$ cat src/rtl/int_pkg.sv
// Shared types and defaults for the interrupt gateway / claim arbiter.
package int_pkg;

  localparam int NUM_SRC_DEF = 32;
  localparam int PRIO_W_DEF  = 3;
  localparam int ID_NONE     = 0;

  typedef enum logic [1:0] {
    GW_IDLE   = 2'd0,
    GW_PEND   = 2'd1,
    GW_INSERV = 2'd2
  } gw_state_e;

endpackage

$ cat src/rtl/int_gateway.sv
// Per-source interrupt gateway: latches a level request as pending, moves to
// in-service on a successful claim, and returns to idle on completion.
module int_gateway
  import int_pkg::*;
(
  input  logic clk,
  input  logic rstn,
  input  logic s,
  input  logic claim_hit,
  input  logic cmpl_hit,
  output logic pending
);

  gw_state_e state;
  gw_state_e state_nxt;

  // State register; pending mirrors the next state so it is a flop output.
  always_ff @(posedge clk or negedge rstn) begin
    if (!rstn) begin
      state   <= GW_IDLE;
      pending <= 1'b0;
    end else begin
      state   <= state_nxt;
      pending <= (state_nxt == GW_PEND);
    end
  end

  // Next-state: level input is ignored while in service, so no re-trigger.
  always_comb begin
    state_nxt = state;
    case (state)
      GW_IDLE: begin
        if (s) state_nxt = GW_PEND;
        else   state_nxt = GW_IDLE;
      end
      GW_PEND: begin
        if (claim_hit) state_nxt = GW_INSERV;
        else           state_nxt = GW_PEND;
      end
      GW_INSERV: begin
        if (cmpl_hit) state_nxt = GW_IDLE;
        else          state_nxt = GW_INSERV;
      end
      default: state_nxt = GW_IDLE;
    endcase
  end

endmodule

$ cat src/rtl/int_claim_arb.sv
// Interrupt gateway array plus priority arbiter with claim/complete handshake.
// Highest priority eligible source wins, ties go to the lowest ID. A claim
// forces a one-cycle bubble on the best_* registers so a back-to-back claim
// can never return the ID that was just handed out.
module int_claim_arb
  import int_pkg::*;
#(
  parameter  int NUM_SRC     = NUM_SRC_DEF,
  parameter  int PRIO_W      = PRIO_W_DEF,
  parameter  int SYNC_STAGES = 2,
  localparam int ID_W        = $clog2(NUM_SRC)
) (
  input  logic                      clk,
  input  logic                      rstn,
  input  logic [NUM_SRC-1:0]        irq_src,
  input  logic [NUM_SRC-1:0]        int_en,
  input  logic [NUM_SRC*PRIO_W-1:0] int_prio,
  input  logic [PRIO_W-1:0]         threshold,
  input  logic                      claim_req,
  output logic                      claim_vld,
  output logic [ID_W-1:0]           claim_id,
  input  logic                      cmpl_req,
  input  logic [ID_W-1:0]           cmpl_id,
  output logic [NUM_SRC-1:0]        pending,
  output logic                      irq_out
);

  logic [NUM_SRC-1:0] s_vec;
  logic [ID_W-1:0]    best_id;
  logic [PRIO_W-1:0]  best_prio;
  logic [ID_W-1:0]    sel_id;
  logic [PRIO_W-1:0]  sel_prio;
  logic               claim_ok;

  // ID 0 is reserved, so its request, enable and priority bits are never consumed.
  logic unused_src0;
  assign unused_src0 = ^{s_vec[0], int_en[0], int_prio[PRIO_W-1:0]};

  generate
    if (SYNC_STAGES == 0) begin : g_nosync
      assign s_vec = irq_src;
    end else begin : g_sync
      logic [NUM_SRC-1:0] sync_q [SYNC_STAGES];

      // Synchronizer chain for asynchronous interrupt sources.
      always_ff @(posedge clk or negedge rstn) begin
        if (!rstn) begin
          for (int k = 0; k < SYNC_STAGES; k++) sync_q[k] <= {NUM_SRC{1'b0}};
        end else begin
          sync_q[0] <= irq_src;
          for (int k = 1; k < SYNC_STAGES; k++) sync_q[k] <= sync_q[k-1];
        end
      end

      assign s_vec = sync_q[SYNC_STAGES-1];
    end
  endgenerate

  assign claim_ok = (best_id != ID_W'(ID_NONE)) && (best_prio > threshold);

  assign pending[0] = 1'b0;

  generate
    for (genvar i = 1; i < NUM_SRC; i++) begin : g_gw
      int_gateway u_gw (
        .clk       (clk),
        .rstn      (rstn),
        .s         (s_vec[i]),
        .claim_hit (claim_req && claim_ok && (best_id == ID_W'(i))),
        .cmpl_hit  (cmpl_req && (cmpl_id == ID_W'(i))),
        .pending   (pending[i])
      );
    end
  endgenerate

  // Max-priority select; strict compare while scanning upward keeps the lowest ID on ties.
  always_comb begin
    sel_id   = {ID_W{1'b0}};
    sel_prio = {PRIO_W{1'b0}};
    for (int i = 1; i < NUM_SRC; i++) begin
      if (pending[i] && int_en[i] && (int_prio[i*PRIO_W +: PRIO_W] > sel_prio)) begin
        sel_id   = ID_W'(i);
        sel_prio = int_prio[i*PRIO_W +: PRIO_W];
      end else begin
        sel_id   = sel_id;
        sel_prio = sel_prio;
      end
    end
  end

  // Best-candidate, interrupt line and claim response registers (bubble on claim).
  always_ff @(posedge clk or negedge rstn) begin
    if (!rstn) begin
      best_id   <= {ID_W{1'b0}};
      best_prio <= {PRIO_W{1'b0}};
      irq_out   <= 1'b0;
      claim_vld <= 1'b0;
      claim_id  <= {ID_W{1'b0}};
    end else if (claim_req) begin
      best_id   <= {ID_W{1'b0}};
      best_prio <= {PRIO_W{1'b0}};
      irq_out   <= 1'b0;
      claim_vld <= 1'b1;
      claim_id  <= claim_ok ? best_id : {ID_W{1'b0}};
    end else begin
      best_id   <= sel_id;
      best_prio <= sel_prio;
      irq_out   <= (sel_id != ID_W'(ID_NONE)) && (sel_prio > threshold);
      claim_vld <= 1'b0;
      claim_id  <= {ID_W{1'b0}};
    end
  end

endmodule

$ cat config.mk
export PLATFORM = sky130hd
export DESIGN_NAME = int_claim_arb
export DESIGN_NICKNAME = d
export VERILOG_FILES = /design/src/rtl/int_pkg.sv /design/src/rtl/int_gateway.sv /design/src/rtl/int_claim_arb.sv
export SDC_FILE = /design/constraint.sdc
export NUM_CORES = 1
export LEC_CHECK = 0
export BUFFER_PORTS_ARGS = -buffer_cell sky130_fd_sc_hd__buf_2
export CAP_MARGIN = 40
export CORE_AREA = 2 2 146 148
export DETAILED_ROUTE_END_ITERATION = 12
export DIE_AREA = 0 0 148 150
export HOLD_SLACK_MARGIN = 0.06
export PLACE_DENSITY = 0.82
export SYNTH_ARGS = -nofsm -noshare
export SYNTH_HDL_FRONTEND = slang
export SYNTH_SLANG_ARGS = --single-unit
$ cat constraint.sdc
create_clock -name clk -period 90 [get_ports clk]
set_clock_uncertainty 0.15 [all_clocks]
set_input_delay 9 -clock clk [delete_from_list [all_inputs] [get_ports clk]]
set_output_delay 9 -clock clk [all_outputs]
set_load 0.05 [all_outputs]
# --- Word level (Yosys, flattened, before mapping) ---
# Index checks and enable logic that the tools add are counted.
totals:
  output_inout_bits: 39
  register_bits: 172
  word_cells: 609
  input_bits: 172
op_classes:
  reduce_logical: 160
  n_mux: 192
  magnitude_cmp: 33
  n_eq_ne: 155
op_table:
  columns: ["cell", "count"]
  rows:
  - ["$pmux 2 s3", 31]
  - ["$mux 5", 33]
  - ["$eq 5x5->1 const B", 32]
  - ["$logic_and 1x1->1", 127]
  - ["$eq 2x1->1 const B", 62]
  - ["$mux 2", 62]
  - ["$gt 3x3->1", 32]
  - ["$mux 3", 32]
  - ["$eq 5x4->1 const B", 16]
  - ["$eq 2x2->1 const B", 31]
  - ["$logic_not 2->1", 31]
  - ["$eq 5x3->1 const B", 8]
  - ["$mux 1", 34]
  - ["$eq 5x2->1 const B", 4]
  - ["$eq 5x1->1 const B", 2]
  - ["$reduce_bool 5->1", 2]
  - ["$gt 3x1->1 const B", 1]

# --- Depth between registers and ports, before layout ---
# Gate-level depths: netlist (run 1).
logic_depth:
  ltp_word: 96
  mapped_depth: 223
  mapped_depth_nobuf: 223

# --- Cells and area by module ---
# A second synthesis (run 1) with hierarchy kept.
unflattened:
  hier_cells: 1273
  area_unflattened_um2: 11174.5
modules_own_cells:
  columns: ["mod", "cells_each", "instances", "area_per_inst_um2", "seq_area_each_um2"]
  rows:
  - ["int_claim_arb", 963, 1, 7412.1, 1926.8]
  - ["int_gateway", 10, 31, 121.4, 75.1]

# --- Worst setup path after synthesis (run 1) ---
# Ideal clock, no wire load.
synth_timing:
  path_type: "input to register"
  startpoint: "input int_prio[4]"
  endpoint: "register irq_out"
  t_required_ns: 89.762
  setup_ns: 0.088
  path_buffers: 0
  t_arrival_ns: 46.866
  setup_slack_ns: 42.896
  stages: 210
  path_cell_list: "and3_1 -> inv_1 -> ha_1 -> nor2b_4 -> o311ai_1 -> nor2_1 -> mux2_2 -> ha_1 -> nand2_1 -> or3_1 -> a22oi_1 -> nor2_2 -> nand2_2 -> mux2_2 -> ha_1 -> nor2_1 -> nor2_1 -> o221ai_1 -> (+174 left out) -> a21o_1 -> a21oi_1 -> a311oi_1 -> nor2_1 -> a21oi_1 -> ha_1 -> nor2b_1 -> o21ai_0 -> nand2b_1 -> and4_1 -> nor2_1 -> nand2_1 -> o21ai_0 -> nor2_1 -> ha_1 -> a31oi_1 -> o21ai_0 -> a41oi_1"
synth_between:
  elab_chain_len: 96
  elab_cells_between_ends: 128
  cone_classes: "order compare (32); mux (63); reduce/logical (33)"
synth_rtl:
  columns: ["element", "line", "source"]
  rows:
  - ["from (decl)", "int_claim_arb.sv:17", "input logic [NUM_SRC*PRIO_W-1:0] int_prio,"]
  - ["$gt 3x1->1", "int_claim_arb.sv:81", "if (pending[i] && int_en[i] && (int_prio[i*PRIO_W +: PRIO_W] > sel_prio)) begin"]
  - ["$logic_and 1x1->1", "int_claim_arb.sv:81", null]
  - ["$mux 3", "int_claim_arb.sv:81", null]
  - ["$gt 3x3->1", "int_claim_arb.sv:81", null]
  - ["$logic_and 1x1->1", "int_claim_arb.sv:81", null]
  - ["$mux 3", "int_claim_arb.sv:81", null]
  - ["$gt 3x3->1", "int_claim_arb.sv:81", null]
  - ["$logic_and 1x1->1", "int_claim_arb.sv:81", null]
  - ["(+80 left out)", null, null]
  - ["$logic_and 1x1->1", "int_claim_arb.sv:81", null]
  - ["$mux 3", "int_claim_arb.sv:81", null]
  - ["$gt 3x3->1", "int_claim_arb.sv:81", null]
  - ["$logic_and 1x1->1", "int_claim_arb.sv:81", null]
  - ["$mux 3 / $mux 5 (equally long branches)", "int_claim_arb.sv:81", null]
  - ["$gt 3x3->1 / $reduce_bool 5->1 (equally long branches)", "int_claim_arb.sv:108", "irq_out <= (sel_id != ID_W'(ID_NONE)) && (sel_prio > threshold);"]
  - ["$logic_and 1x1->1 *", "int_claim_arb.sv:108", null]
  - ["$mux 1 *", "int_claim_arb.sv:99", "end else if (claim_req) begin"]
  - ["to (signal assigned)", "int_claim_arb.sv:108", null]
  - ["to (decl)", "int_claim_arb.sv:25", "output logic irq_out"]
# Every way passes the cells marked *; elsewhere a longest branch is shown, timed or not.

# --- Final worst setup path (run 1) ---
layout_timing:
  startpoint: "input int_en[1]"
  endpoint: "register irq_out"
layout_between:
  elab_chain_len: 96
  elab_cells_between_ends: 128
  cone_classes: "order compare (31); mux (63); reduce/logical (34)"
layout_rtl:
  columns: ["element", "line", "source"]
  rows:
  - ["from (decl)", "int_claim_arb.sv:16", "input logic [NUM_SRC-1:0] int_en,"]
  - ["$logic_and 1x1->1 * (2 in series)", "int_claim_arb.sv:81", null]
  - ["$mux 3", "int_claim_arb.sv:81", null]
  - ["$gt 3x3->1", "int_claim_arb.sv:81", null]
  - ["$logic_and 1x1->1", "int_claim_arb.sv:81", null]
  - ["$mux 3", "int_claim_arb.sv:81", null]
  - ["$gt 3x3->1", "int_claim_arb.sv:81", null]
  - ["$logic_and 1x1->1", "int_claim_arb.sv:81", null]
  - ["$mux 3", "int_claim_arb.sv:81", null]
  - ["(+79 left out)", null, null]
  - ["$logic_and 1x1->1", "int_claim_arb.sv:81", null]
  - ["$mux 3", "int_claim_arb.sv:81", null]
  - ["$gt 3x3->1", "int_claim_arb.sv:81", null]
  - ["$logic_and 1x1->1", "int_claim_arb.sv:81", null]
  - ["$mux 3 / $mux 5 (equally long branches)", "int_claim_arb.sv:81", null]
  - ["$gt 3x3->1 / $reduce_bool 5->1 (equally long branches)", "int_claim_arb.sv:108", null]
  - ["$logic_and 1x1->1 *", "int_claim_arb.sv:108", null]
  - ["$mux 1 *", "int_claim_arb.sv:99", null]
# Marked as above.

==> results.py, run 1 <==
metrics = {
    "worst_setup_path": {
        "start_kind": "input pin",
        "reg2reg_depth": 212,
        "end_kind": "register",
        "critPathMaxFanout": 9,
        "setup.worst_path.class": "in -> reg",
        "r2r_setup_slack_ns": 44.94,
        "crit_family": "compound AO/OA/AOI/OAI gates",
        "critPathMostFrequentCell": "nor2_1",
        "timing.rr.end": "irq_out",
        "cp_slowest_stage_delay_ns": 0.70,
        "arrival_ns": 53.51,
        "cp_slowest_cell": "o41ai_2",
        "crit_buf_inv": 5,
        "required_ns": 90.20,
        "reg2reg_from": "g_gw[1].u_gw.pending",
    },
    "placed_design": {
        "gp_congestion": 0.9633,
        "port_buffers": 204,
        "place_hpwl_um": 24370,
        "pre_cts_slack_ns": 36.98,
        "postPlaceCellArea_mm2": 0.01234,
        "dp_cells": 1731,
    },
    "sta": {
        "fin_crit_sh_pct": 59.23,
        "slew_headroom_pct": 39.56,
        "worstMarginPinSlew_ns": 0.9048,
        "hold_viol": 0,
        "max_freq_ghz": 0.01876,
        "setup_viol": 0,
        "fin_tns_setup_ns": 0,
        "fin_ws_ns": 36.69,
        "min_period_ns": 53.31,
        "slew_violations": 0,
        "rsz0062_at_grt": "false",
    },
    "routing": {
        "vias": 10679,
        "drt-wirelength-per-cell_um": 17.53,
        "wl_um": 30940,
        "viasPerCell": 6.050,
        "ant_nets": 0,
        "dr.pass1.iters": 5,
        "drc": 0,
        "drt_iter0_drc": 877,
    },
    "yosys": {
        "synth_seq_cells": 170,
        "synthFlopType": "dfrtp_1",
        "synth.area.top_cells": "dfrtp_1 38%, nor2_1 5.4%, nand2_1 5.1%",
        "synth_edf_count": 0,
        "ys_types": 109,
        "yosysTopAreaCellShare_pct": 37.91,
        "yosysWarnings": 0,
        "yosys.area.top_type": "dfrtp_1",
        "synth_seq_area_share_pct": 37.91,
        "async_flop_share_pct": 100.0,
        "syn-cell-area_mm2": 0.01122,
        "synth_cells": 1296,
        "synth.avg_cell_area_um2": 8.658,
        "syn_nets": 1511,
    },
    "die": {
        "rows": 53,
        "die-area_mm2": 0.02220,
        "fp.dieH_um": 150,
        "start_util_pct": 54.23,
        "fp.dieW_um": 148,
        "pin_count": 211,
        "core_region_area_mm2": 0.02069,
    },
    "cts": {
        "cts_tree": "built",
        "h-tree-depth": 4,
        "clk_latency_ns": 0.43,
        "cts_resized": 0,
        "postCtsSetupRepairBufs": 0,
        "clk_pin_slew_worst_paths_ns": 0.07,
        "cts_buffers": 17,
        "cts-hold-fix-buffers": 0,
        "cts_sinks": 170,
        "cts-root-buf": "clkbuf_16",
        "max-clock-path-buffers": 2,
    },
    "pwr": {
        "leakagePower_uw": 0.005624,
        "peakVddDrop_v": 0.00001451,
        "power.density_mw_per_mm2": 24.90,
    },
    "finish": {
        "stdcell_count": 1765,
        "fillers": 1824,
        "nets": 1691,
        "postLayoutCellArea_mm2": 0.01293,
        "drive_above_1_share_pct": 20.55,
        "synthToLayoutAreaGrowth_pct": 15.22,
    },
    "min_path": {
        "min_to": "s_vec[1]",
        "hp-start": "g_sync.sync_q[33]",
        "min_path_type": "reg -> reg",
        "min_path_cells": 0,
    },
    "grt": {
        "grt_max_degree": 99,
        "grt_antenna_before_repair": 1,
        "grt_pass1_wl_um": 49540,
        "track_usage_pct": 27.96,
        "grt_pass1_vias": 10051,
        "gr-total-overflow": 0,
    },
    "status": {
        "status": "finished clean",
    },
    "job": {
        "cap_violations": 0,
    },
}
cells in the mapped netlist, types with 10 or more instances:
cell and count:
and2_1 24, a21o_1 16, o21ai_0 78, nor3_1 26
nand3b_1 17, nand4b_1 11, mux2_2 10, clkbuf_1 12
buf_4 32, nand2b_1 15, nor2_1 162, ha_1 43
nand2_1 151, o31ai_1 10, nor2b_1 14, nand3_1 61
a21oi_1 51, inv_1 62, a211oi_1 39, and3_1 31
a311oi_1 37, a31oi_1 15, dfrtp_1 170
power breakdown:
group          total (uW)  switching (uW)  internal [uW]
sequential           89.4            6.45           83.0
combinational         161            97.9           63.1
clock                71.5            32.2           39.3
cells in the final DEF, fill, tap and decap left out, types with 10 or more instances in the layout:
master | Yosys | final
buf_2 | 3 | 203
dfrtp_1 | 170 | 170
nor2_1 | 162 | 162
nand2_1 | 151 | 151
o21ai_0 | 78 | 78
inv_1 | 62 | 62
nand3_1 | 61 | 61
a21oi_1 | 51 | 51
ha_1 | 43 | 43
a211oi_1 | 39 | 39
a311oi_1 | 37 | 37
and3_1 | 31 | 31
nor3_1 | 26 | 26
and2_1 | 24 | 24
nand3b_1 | 17 | 17
clkbuf_16 | 0 | 17
a21o_1 | 16 | 16
a31oi_1 | 15 | 15
nand2b_1 | 15 | 15
nor2b_1 | 14 | 14
nand4b_1 | 11 | 11
o31ai_1 | 10 | 10
mux2_2 | 10 | 10
through the flow:
stage	util (%)	total power, uW	hold slack [ns]
floorplan	-	210.2	0.1812
global placement	59.46	244.0	0.1818
detailed placement	59.63	248.0	0.1847
CTS	62.44	320.7	0.1987
global route	62.49	346.6	0.2062
finish	62.49	321.9	0.1964
area by class of cell:
type | instances | area, um2 | area share, %
repair buffers | 209 | 1085 | 8.391
diodes | 1 | 2.502 | 0.01936
flip-flops and latches | 170 | 4254 | 32.90
clock inverters | 14 | 152.6 | 1.181
well taps | 275 | 344.1 | 2.661
inverters | 62 | 232.7 | 1.800
multi-input cells | 1016 | 6429 | 49.72
clock buffers | 18 | 429.2 | 3.319
worst max-delay path by stage:
stage           startpoint  slack, ns       to  cells past startpoint
2_1_floorplan  int_prio[4]      42.90  irq_out                    210
3_3_place_gp     int_en[1]      37.77  irq_out                    212
3_5_place_dp     int_en[1]      36.98  irq_out                    211
4_1_cts          int_en[1]      37.25  irq_out                    211
5_1_grt          int_en[1]      33.07  irq_out                    214
6_report         int_en[1]      36.69  irq_out                    213
routing by layer:
metal  GRT usage [%]  share of wire [%]  vias to the layer above
li1                -                  -                     5171
met1           38.47                 43                     4960
met2           44.05                 46                      456
met3           3.659                7.1                       92
met4           13.19                4.1                        0
met5               0                  0                        -
registers in the layout, summed over array words and instances (netlist names):
signal / flops
best_id: 5
best_prio: 3
claim_id: 5
claim_vld: 1
g_gw.u_gw.pending: 31
g_gw.u_gw.state: 62
g_sync.sync_q: 31
irq_out: 1
s_vec: 31
cells by family (layout without fill, tap and decap cells):
kind of cell,after synthesis,in the layout,synth area share [%]
other,1,2,0.03342
buffers and inverters,110,303,4.795
muxes,13,13,1.271
and+or+nand+nor,561,561,24.25
DFF,170,170,37.91
AOI/OAI and AO/OA,395,395,26.66
adders and majority gates,46,46,5.074
worst register-to-register path: cells and delay by family, from the launching register on:
kind | cells | cell delay, ns
AOI/OAI and AO/OA | 83 | 19.38
and+or+nand+nor | 81 | 11.82
adders and majority gates | 34 | 9.44
muxes | 10 | 3.49
DFF | 1 | 0.40
buffers and inverters | 4 | 0.30
Power figures use the tool's default switching activity.
==> inputs of run 2 (changes only) <==
--- a/config.mk
+++ b/config.mk
@@ -5,11 +5,12 @@
 export SDC_FILE = /design/constraint.sdc
 export NUM_CORES = 1
 export LEC_CHECK = 0
+export ABC_AREA = 1
 export BUFFER_PORTS_ARGS = -buffer_cell sky130_fd_sc_hd__buf_2
 export CAP_MARGIN = 40
-export CORE_AREA = 2 2 146 148
+export CORE_AREA = 2 2 141 143
 export DETAILED_ROUTE_END_ITERATION = 12
-export DIE_AREA = 0 0 148 150
+export DIE_AREA = 0 0 143 145
 export HOLD_SLACK_MARGIN = 0.06
 export PLACE_DENSITY = 0.82
 export SYNTH_ARGS = -nofsm -noshare
==> constraint.sdc (replaced) <==
create_clock -name clk -period 53.3 [get_ports clk]
set_clock_uncertainty 0.15 [all_clocks]
set_input_delay 5.33 -clock clk [delete_from_list [all_inputs] [get_ports clk]]
set_output_delay 5.33 -clock clk [all_outputs]
set_load 0.05 [all_outputs]
==> results.py, run 2 <==
metrics = {
    "cts": {
        "clk_pin_slew_worst_paths_ns": 0.06,
        "cts-root-buf": "clkbuf_16",
        "max-clock-path-buffers": 2,
        "cts_sinks": 170,
        "cts_buffers": 17,
        "postCtsSetupRepairBufs": 0,
        "h-tree-depth": 4,
        "cts-hold-fix-buffers": 0,
        "cts_tree": "built",
        "clk_latency_ns": 0.43,
        "cts_resized": 0,
    },
    "status": {
        "status": "finished clean",
    },
    "yosys": {
        "yosysTopAreaCellShare_pct": 40.98,
        "yosysWarnings": 0,
        "synth.area.top_cells": "dfrtp_1 41%, nand2_1 8.0%, inv_1 6.8%",
        "synth_edf_count": 0,
        "synthFlopType": "dfrtp_1",
        "syn-cell-area_mm2": 0.01038,
        "synth_cells": 1316,
        "synth.most_common_cell": "nand2_1",
        "async_flop_share_pct": 100.0,
        "yosys.area.top_type": "dfrtp_1",
        "synth_seq_area_share_pct": 40.98,
        "syn_nets": 1531,
        "synth_seq_cells": 170,
        "synth.avg_cell_area_um2": 7.888,
        "yosys-top-cells-count": "221 x nand2_1, 189 x inv_1, 170 x dfrtp_1, 128 x nor2_1, 111 x nand3_1",
        "ys_types": 39,
    },
    "die": {
        "rows": 51,
        "fp.dieW_um": 143,
        "start_util_pct": 54.05,
        "fp.dieH_um": 145,
        "core_region_area_mm2": 0.01921,
        "die-area_mm2": 0.02074,
        "pin_count": 211,
    },
    "routing": {
        "drt-wirelength-per-cell_um": 14.17,
        "ant_nets": 0,
        "viasPerCell": 5.238,
        "dr.pass1.iters": 6,
        "drc": 0,
        "wl_um": 25280,
        "drt_iter0_drc": 710,
        "vias": 9345,
    },
    "finish": {
        "drive_above_1_share_pct": 27.25,
        "top_register": "g_gw.u_gw.state",
        "seq_area_mm2": 0.004254,
        "nets": 1721,
        "final_common_cell": "nand2_1",
        "fillers": 1574,
        "multi_input_area_mm2": 0.005076,
        "stdcell_count": 1784,
        "synthToLayoutAreaGrowth_pct": 16.64,
        "final_cell_mix": "221 x nand2_1, 203 x buf_2, 189 x inv_1, 170 x dfrtp_1, 128 x nor2_1",
        "diodes": 0,
        "largest_register_ffs": 62,
        "postLayoutCellArea_mm2": 0.01211,
    },
    "worst_setup_path": {
        "critPathMostFrequentCell": "o21ai_0",
        "start_kind": "input pin",
        "cp_slowest_stage_delay_ns": 0.34,
        "required_ns": 53.49,
        "setup.worst_path.class": "in -> reg",
        "critPathMaxFanout": 10,
        "reg2reg_from": "g_gw[1].u_gw.pending",
        "timing.rr.end": "irq_out",
        "arrival_ns": 37.65,
        "end_kind": "register",
        "crit_start": "int_en[1]",
        "crit_end": "irq_out",
        "cp_slowest_cell": "or2_2",
        "reg2reg_depth": 214,
        "r2r_setup_slack_ns": 20.41,
    },
    "sta": {
        "fin_tns_setup_ns": 0,
        "worstMarginPinSlew_ns": 0.8552,
        "max_freq_ghz": 0.02669,
        "setup_viol": 0,
        "fin_crit_sh_pct": 70.28,
        "hold_viol": 0,
        "rsz0062_at_grt": "false",
        "min_period_ns": 37.46,
        "slew_violations": 0,
        "slew_headroom_pct": 42.78,
    },
    "placed_design": {
        "place_hpwl_um": 19930,
        "dp_cells": 1752,
        "port_buffers": 204,
        "gp_congestion": 0.8696,
        "postPlaceCellArea_mm2": 0.01152,
    },
    "min_path": {
        "min_path_type": "reg -> reg",
    },
    "grt": {
        "grt_max_degree": 66,
        "grt_pass1_wl_um": 40850,
        "grt_pass1_vias": 9063,
        "gr-total-overflow": 0,
        "track_usage_pct": 24.75,
        "grt_antenna_before_repair": 1,
    },
    "pwr": {
        "power.density_mw_per_mm2": 61.92,
        "p_int_uw": 383.1,
        "p_sw_share_pct": 48.91,
        "leakagePower_uw": 0.006441,
        "fin_total_pwr_uw": 749.8,
        "switchingPower_uw": 366.7,
        "peakVddDrop_v": 0.00003481,
        "comb_power_share_pct": 62.0,
        "clkPwrFrac_pct": 16.2,
        "p_seq_share_pct": 21.8,
    },
    "job": {
        "cap_violations": 0,
    },
}
run 2: cell types whose count changed after synthesis, moves of 16 or more:
cell,before,now
inv_1,62,189
nand2_2,1,72
nand2_1,151,221
nand3_1,61,111
a211oi_1,39,0
nand3_2,0,39
a311oi_1,37,0
nor2_1,162,128
and3_1,31,0
nor3b_1,1,30
and2_1,24,3
a21oi_1,51,34
inv_2,0,17
a21o_1,16,0
run 2: layout make-up:
cell class / count / area share [%]
clock buffers: 20 / 3.689
flip-flops and latches: 170 / 35.13
multi-input cells: 899 / 41.92
repair buffers: 207 / 8.835
inverters: 211 / 6.541
well taps: 265 / 2.738
clock inverters: 12 / 1.147
run 2: kinds of logic (layout without fill, tap and decap cells):
logic type      count (synthesis)  count (layout)  share of synthesized area (%)
simple gates                  697             697                          34.45
buf+inv                       247             450                          10.12
flops                         170             170                          40.98
compound gates                158             158                          9.232
fa+ha+maj                      43              43                          5.183
other cells                     1               1                        0.03612
run 2: stage by stage:
step                      utilization (%)  hold WS (ns)  setup WS [ns]
after floorplan                         -        0.1812          19.08
after global placement              59.81        0.1821          16.43
after detailed placement            60.00        0.1847          15.62
after CTS                           63.04        0.1993          15.88
after global routing                63.04        0.2047          12.37
final                               63.04        0.1937          15.84
run 2: worst min-delay path by stage:
stage,cells past startpoint,from,endpoint,slack (ns)
2_1_floorplan,0,g_sync.sync_q[42],s_vec[10],0.18
6_report,0,g_sync.sync_q[45],s_vec[13],0.19
3_5_place_dp,0,g_sync.sync_q[46],s_vec[14],0.18
4_1_cts,0,g_sync.sync_q[46],s_vec[14],0.20
5_1_grt,0,g_sync.sync_q[42],s_vec[10],0.20
3_3_place_gp,0,g_sync.sync_q[61],s_vec[29],0.18
run 2: power groups by stage:
stage               clock network [uW]  logic, uW  registers, uW
finish                             121        465            164
global route                       129        526            165
CTS                                123        464            163
detailed placement                   0        456            165
global placement                     0        440            164
floorplan                            0        372            162
run 2: critical path, delay by kind of cell:
kind | cells | cell delay, ns
fa+ha+maj | 31 | 8.89
buf+inv | 6 | 0.50
simple gates | 137 | 14.70
compound gates | 41 | 8.13
run 2: routing by layer:
layer / global-route usage [%] / vias to the layer above / share of wire, %
li1: - / 4610 / -
met1: 31.38 / 4310 / 41
met2: 42.03 / 341 / 49
met3: 4.851 / 82 / 6.7
met4: 8.614 / 2 / 3.1
met5: 0 / - / 0.051
